<file path="src/rtl/reg_writeback_arbiter.sv">
// reg_writeback_arbiter
//
// This block drives the single write port of the 32-entry register file.
// Two sources share that port:
//   - the main pipeline writeback, which takes one cycle and has priority;
//   - the multiply/divide unit (MDU). Its results are held in a small
//     in-order FIFO and written when the main pipe leaves the port idle.
// A starvation guard raises stall_req when queued MDU results cannot drain.
//
// Optional feature: define WB_MDU_BYPASS_EN to let an MDU result go straight
// to the output stage. This happens when the FIFO is empty and the port is
// idle, and it cuts the latency from at least 2 cycles to 1.
//
// Ports:
//   clk, reset (async, active-low)
//   wb_valid/wb_addr/wb_data          main-pipe write request (never stalled)
//   mdu_valid/mdu_ready/mdu_addr/...  MDU result handshake
//   RegWrite/write_address/write_data registered register-file write port
//   mdu_pending                       FIFO non-empty (for the hazard unit)
//   fifo_count                        FIFO occupancy
//   stall_req                         registered request to hold wb_valid=0
module reg_writeback_arbiter #(
    parameter int DATA_WIDTH   = 32,
    parameter int FIFO_DEPTH   = 4,
    parameter int STARVE_LIMIT = 8
) (
    input  logic                        clk,
    input  logic                        reset,
    input  logic                        wb_valid,
    input  logic [4:0]                  wb_addr,
    input  logic [DATA_WIDTH-1:0]       wb_data,
    input  logic                        mdu_valid,
    output logic                        mdu_ready,
    input  logic [4:0]                  mdu_addr,
    input  logic [DATA_WIDTH-1:0]       mdu_data,
    output logic                        RegWrite,
    output logic [4:0]                  write_address,
    output logic [DATA_WIDTH-1:0]       write_data,
    output logic                        mdu_pending,
    output logic [$clog2(FIFO_DEPTH):0] fifo_count,
    output logic                        stall_req
);

    localparam int AW = $clog2(FIFO_DEPTH);
    localparam int CW = AW + 1;
    localparam int SW = $clog2(STARVE_LIMIT + 1);

    // FIFO storage. Only the pointers are reset; stale contents are never
    // read because occupancy gates every pop.
    logic [4:0]            mem_addr [FIFO_DEPTH];
    logic [DATA_WIDTH-1:0] mem_data [FIFO_DEPTH];

    logic [AW-1:0]         rd_ptr_q, rd_ptr_d;
    logic [AW-1:0]         wr_ptr_q, wr_ptr_d;
    logic [CW-1:0]         count_q, count_d;
    logic [SW-1:0]         starve_q, starve_d;
    logic                  stall_q, stall_d;
    logic                  we_q, we_d;
    logic [4:0]            waddr_q, waddr_d;
    logic [DATA_WIDTH-1:0] wdata_q, wdata_d;

    logic fifo_empty;
    logic fifo_full;
    logic main_wr;
    logic accept;
    logic pop;
    logic push;
    logic bypass;

    assign fifo_empty = (count_q == '0);
    assign fifo_full  = (count_q == CW'(FIFO_DEPTH));

    // Readiness depends only on current occupancy. A slot freed by a pop
    // this cycle is offered from the next cycle onward.
    assign mdu_ready = reset && !fifo_full;

    // Writes to r0 are treated as no write at all.
    assign main_wr = wb_valid && (wb_addr != 5'd0);
    assign accept  = mdu_valid && mdu_ready && (mdu_addr != 5'd0);
    assign pop     = !fifo_empty && !main_wr;

`ifdef WB_MDU_BYPASS_EN
    assign bypass = fifo_empty && !main_wr && accept;
`else
    assign bypass = 1'b0;
`endif

    assign push = accept && !bypass;

    always_comb begin
        rd_ptr_d = rd_ptr_q;
        wr_ptr_d = wr_ptr_q;
        count_d  = count_q;
        starve_d = starve_q;
        stall_d  = stall_q;
        we_d     = 1'b0;
        waddr_d  = waddr_q;
        wdata_d  = wdata_q;

        // Output-stage source select: main write, then FIFO head, then bypass.
        if (main_wr) begin
            we_d    = 1'b1;
            waddr_d = wb_addr;
            wdata_d = wb_data;
        end else if (pop) begin
            we_d    = 1'b1;
            waddr_d = mem_addr[rd_ptr_q];
            wdata_d = mem_data[rd_ptr_q];
        end else if (bypass) begin
            we_d    = 1'b1;
            waddr_d = mdu_addr;
            wdata_d = mdu_data;
        end

        // The pointers wrap naturally because FIFO_DEPTH is a power of 2.
        if (pop) begin
            rd_ptr_d = rd_ptr_q + AW'(1);
        end
        if (push) begin
            wr_ptr_d = wr_ptr_q + AW'(1);
        end
        case ({push, pop})
            2'b10:   count_d = count_q + CW'(1);
            2'b01:   count_d = count_q - CW'(1);
            default: count_d = count_q;
        endcase

        // The counter saturates at the limit. While it is held there,
        // stall_req stays high until a pop finally happens.
        if (pop || fifo_empty) begin
            starve_d = '0;
        end else if (starve_q != SW'(STARVE_LIMIT)) begin
            starve_d = starve_q + SW'(1);
        end

        if (pop) begin
            stall_d = 1'b0;
        end else if (starve_d == SW'(STARVE_LIMIT)) begin
            stall_d = 1'b1;
        end
    end

    always_ff @(posedge clk) begin
        if (push) begin
            mem_addr[wr_ptr_q] <= mdu_addr;
            mem_data[wr_ptr_q] <= mdu_data;
        end
    end

    always_ff @(posedge clk or negedge reset) begin
        if (!reset) begin
            rd_ptr_q <= '0;
            wr_ptr_q <= '0;
            count_q  <= '0;
            starve_q <= '0;
            stall_q  <= 1'b0;
            we_q     <= 1'b0;
            waddr_q  <= '0;
            wdata_q  <= '0;
        end else begin
            rd_ptr_q <= rd_ptr_d;
            wr_ptr_q <= wr_ptr_d;
            count_q  <= count_d;
            starve_q <= starve_d;
            stall_q  <= stall_d;
            we_q     <= we_d;
            waddr_q  <= waddr_d;
            wdata_q  <= wdata_d;
        end
    end

    assign RegWrite      = we_q;
    assign write_address = waddr_q;
    assign write_data    = wdata_q;
    assign mdu_pending   = !fifo_empty;
    assign fifo_count    = count_q;
    assign stall_req     = stall_q;

endmodule

</file>
<file path="config.mk">
export PLATFORM = sky130hd
export DESIGN_NAME = reg_writeback_arbiter
export DESIGN_NICKNAME = d
export VERILOG_FILES = /design/src/rtl/reg_writeback_arbiter.sv
export SDC_FILE = /design/constraint.sdc
export NUM_CORES = 1
export LEC_CHECK = 0
export ABC_AREA = 1
export CORE_ASPECT_RATIO = 1.1
export CORE_MARGIN = 4
export CORE_UTILIZATION = 49
export CTS_CLUSTER_SIZE = 14
export DETAILED_ROUTE_END_ITERATION = 10
export PLACE_DENSITY = 0.78
export SLEW_MARGIN = 20
export SYNTH_ARGS = -nofsm -noshare
export SYNTH_HDL_FRONTEND = slang
export SYNTH_SLANG_ARGS = --single-unit
</file>
<file path="constraint.sdc">
create_clock -name clk -period 2.8 [get_ports clk]
set_input_delay 0.42 -clock clk [delete_from_list [all_inputs] [get_ports clk]]
set_output_delay 0.42 -clock clk [all_outputs]
set_load 0.005 [all_outputs]
</file>
==> metrics list <==
- The flow ran to the end, and the final reports show no timing, DRC or antenna violations.
* Slew HR: 0.477
- Setup violations remaining at the end of the flow were counted as 0.
- Clk_lat worst skew: 0.43 ns
- Clock Root Buffer: clkbuf_16
- Final hold violation count: 0
- For this run, the number of standard cells in the final layout without fillers is 1053.
* Total track usage: 0.188
- CTS tree: built
* Die Y: 143 um
- The synthesized design contains 198 register bits.
* Number of rows in the core area: 49
- In this run the deepest clock path goes through 2 buffers.
- Number of violations of the max-capacitance limit: 0
- The signal on the critical path passes through inv_2 > a31oi_1 > clkdlybuf4s50_1.
* Logic depth of the worst register-to-register path: 6
* Worst hold-check slack: 0.154 ns
- The endpoint identified for the worst register-to-register timing path is mem_data[2][24].
* Crit path buf inv count: 2
- Die area: 18700 um2
- After legalization and detailed placement, the total HPWL measured 10500 um.
* Summed instance area of the synthesized netlist: 8110 um2
* Resized Gates After CTS: 0
- Summed over all cells, the static leakage comes to 3.91 nW.
- Period minus WS final: 2.24 ns
- Yosys mapped the design onto 28 distinct sky130hd cell types.
* Effective utilization at floorplan: 0.497
- Relative to the synthesized area, the layout overhead comes to 25.1%.
- Register area share after synthesis: 0.702
- The number of global-route vias before repair was 5350.
- Setup repair after global routing left no endpoint under its margin.
* Worst-case clock skew: 0.0101 ns
- Total number of H-tree levels: 4
- Buffers inserted during clock tree synthesis total 17.
- Die width: 131 um
- CP startpoint kind: flip-flop
- Final wirelength: 16900 um
- Most area-hungry cell type in the Yosys netlist: edfxtp_1
- Of the available clock period, the critical path in the final layout requires 0.799.
- After technology mapping, the gate count stands at 716.
- The number of max-slew violations in the final report was 0.
- Ratio of cells with drive above 1 in the final layout: 0.0883
- Worst slew pin tran: 0.784 ns
- The number of antenna diodes in the final layout is 0.
* Final #Nets: 922
- Largest cells by area after synthesis: edfxtp_1, dfrtp_1, nand2_1, nand3_1, o21ai_1
- Maximum number of pins on one net before global-route repair: 76
- Largest delay contributor family on the critical path: buffers and inverters
- Total power draw: 9.51 mW
* Setup slack of the most critical reg-to-reg path: 0.82 ns
- Vias per std cell: 5.14
* Slack of the critical path: 0.564 ns
- Pwr/cell area: 938 nW/um2
- The detail route stage leaves a number of antenna-violating nets equal to 0.
* Total of hold buffers inserted after clock tree synthesis: 0
- In this run the worst hold path is classified as input port to asynchronous set/reset pin.
* Required time reported for the critical path endpoint: 2.38 ns
* Instance count after placement with tap cells included: 1021
* Syn_nets: 802
* Highest cell delay on the worst timing path: 0.58 ns
* RD Place Congestion: 0.732
- In the routed design, unresolved DRC markers number 0.
* Commonest register cell after synthesis: edfxtp_1
- For this run, the detailed router's first-pass iteration total came to 4.
- Clock-pin slew was measured on the worst setup and hold paths at 0.07 ns.
- Reg-to-Reg Start: fifo_count[0]
* Antenna violations before repair: 1
- The core region is 16300 um2.
- The routed layout has 5415 vias.
- Global-route wire length before repair: 26600 um
- Across the VDD grid, the largest voltage drop is 0.633 mV.
- Counting every sink on the clock net gives 198.
* Warning count from the yosys run: 0
* Critical path start-end classification: flip-flop to output pin
* Average cell area after synthesis: 11.3 um2
- For this run, the top clock speed supported by timing is 447 MHz.
- Input and output buffers added on the ports amount to 121.
- Number of placed I/O pins: 122
* Crit end category: output pin
- Detailed router's first-iteration violation count: 329
* Async S/R FF share, synth: 0.253
- Post-place setup slack: 0.309 ns
- Slowest cell on crit path: clkdlybuf4s50_1
- After clock tree synthesis, the setup repair step added 0 buffers.
- Critical Path Fanout Max: 3
- The share of synthesized area in the top cell type comes to 0.548.
* EDFF count, synth: 148
- Total grt overflow: 0
- Critical path arrival: 1.82 ns
- WL per Instance: 16.1 um
[placed cells by master, fill, tap and decap left out, types with 2 or more instances in the layout]
master / instances
o21ai_0: 8
xor2_1: 3
a21oi_1: 4
nand3_1: 74
clkbuf_16: 17
dfrtp_1: 48
edfxtp_1: 148
clkinvlp_4: 2
o211ai_1: 10
ha_1: 7
inv_2: 6
inv_1: 21
inv_6: 4
bufinv_16: 2
buf_12: 3
clkinv_2: 3
nor2_1: 21
o21ai_1: 32
nand3_2: 2
o22ai_1: 5
nor2_4: 4
nand2_2: 2
buf_4: 14
clkdlybuf4s50_1: 120
nand2_1: 267
o211ai_2: 9
dfrtp_2: 2
[per-layer routing]
layer,share of wire,up-vias,GRT usage
met4,0.011,2,0.0666
met2,0.52,123,0.325
met5,0.00083,-,0
met1,0.42,2586,0.231
met3,0.048,18,0.0441
li1,-,2686,-
[registers in the layout (all words and copies together), names as in the netlist]
name / count
rd_ptr_q: 2
mem_addr: 20
stall_req: 1
write_address: 5
RegWrite: 1
mem_data: 128
starve_q: 4
wr_ptr_q: 2
write_data: 32
fifo_count: 3
[worst max path at each step]
stage	depth (start not counted)	from	end	slack [ns]
after floorplan	4	fifo_count[0]	mem_addr[0][0]	-0.15
after global placement	10	mdu_addr[3]	fifo_count[2]	0.35
after detailed placement	10	mdu_addr[3]	fifo_count[2]	0.31
after CTS	3	fifo_count[0]	mdu_ready	0.52
after global routing	3	fifo_count[0]	mdu_ready	0.49
final	3	fifo_count[0]	mdu_ready	0.56
[cell usage after synthesis, drive strengths merged, types with 3 or more instances]
cell type  count
nand2        269
edfxtp       148
nand3         76
dfrtp         50
o21ai         40
buf           36
inv           27
nor2          26
o211ai        19
ha             7
o22ai          5
a21oi          4
xor2           3
[stage by stage]
stage / instance area [um2] / TNS, ns / utilization
2_1_floorplan: 8110 / -22.02 / -
3_3_place_gp: 9560 / 0 / 0.586
3_5_place_dp: 9560 / 0 / 0.586
4_1_cts: 10100 / 0 / 0.622
5_1_grt: 10100 / 0 / 0.622
6_report: 10100 / 0 / 0.622
[report_power, final]
group | leakage, nW | internal (mW) | switching, mW
Clock | 0.286 | 1.35 | 1.07
Sequential | 1.92 | 3.72 | 0.232
Combinational | 1.70 | 1.34 | 1.80
[area by class of cell]
cell class | count | area (um2)
repair buffers | 138 | 1370
fillers | 1268 | 6160
flip-flops and latches | 198 | 5700
clock inverters | 13 | 145
inverters | 27 | 101
clock buffers | 19 | 443
multi-input cells | 454 | 2130
well taps | 204 | 255
[logic make-up after synthesis]
logic type	count (synthesis)	share of synthesized area
DFF	198	0.702
and+or+nand+nor	373	0.187
xor gates and xnor gates	4	0.00432
adders and majority gates	8	0.0133
buffers and inverters	64	0.0386
AOI/OAI and AO/OA	69	0.0549
[worst reg2reg max path: stages (launching register included)]
cell and delay, ns:
dfrtp_1 0.40, inv_2 0.08, a31oi_1 0.34, nand3_2 0.14, buf_4 0.22, nor2_4 0.10
buf_4 0.36
Power figures use the tool's default switching activity.
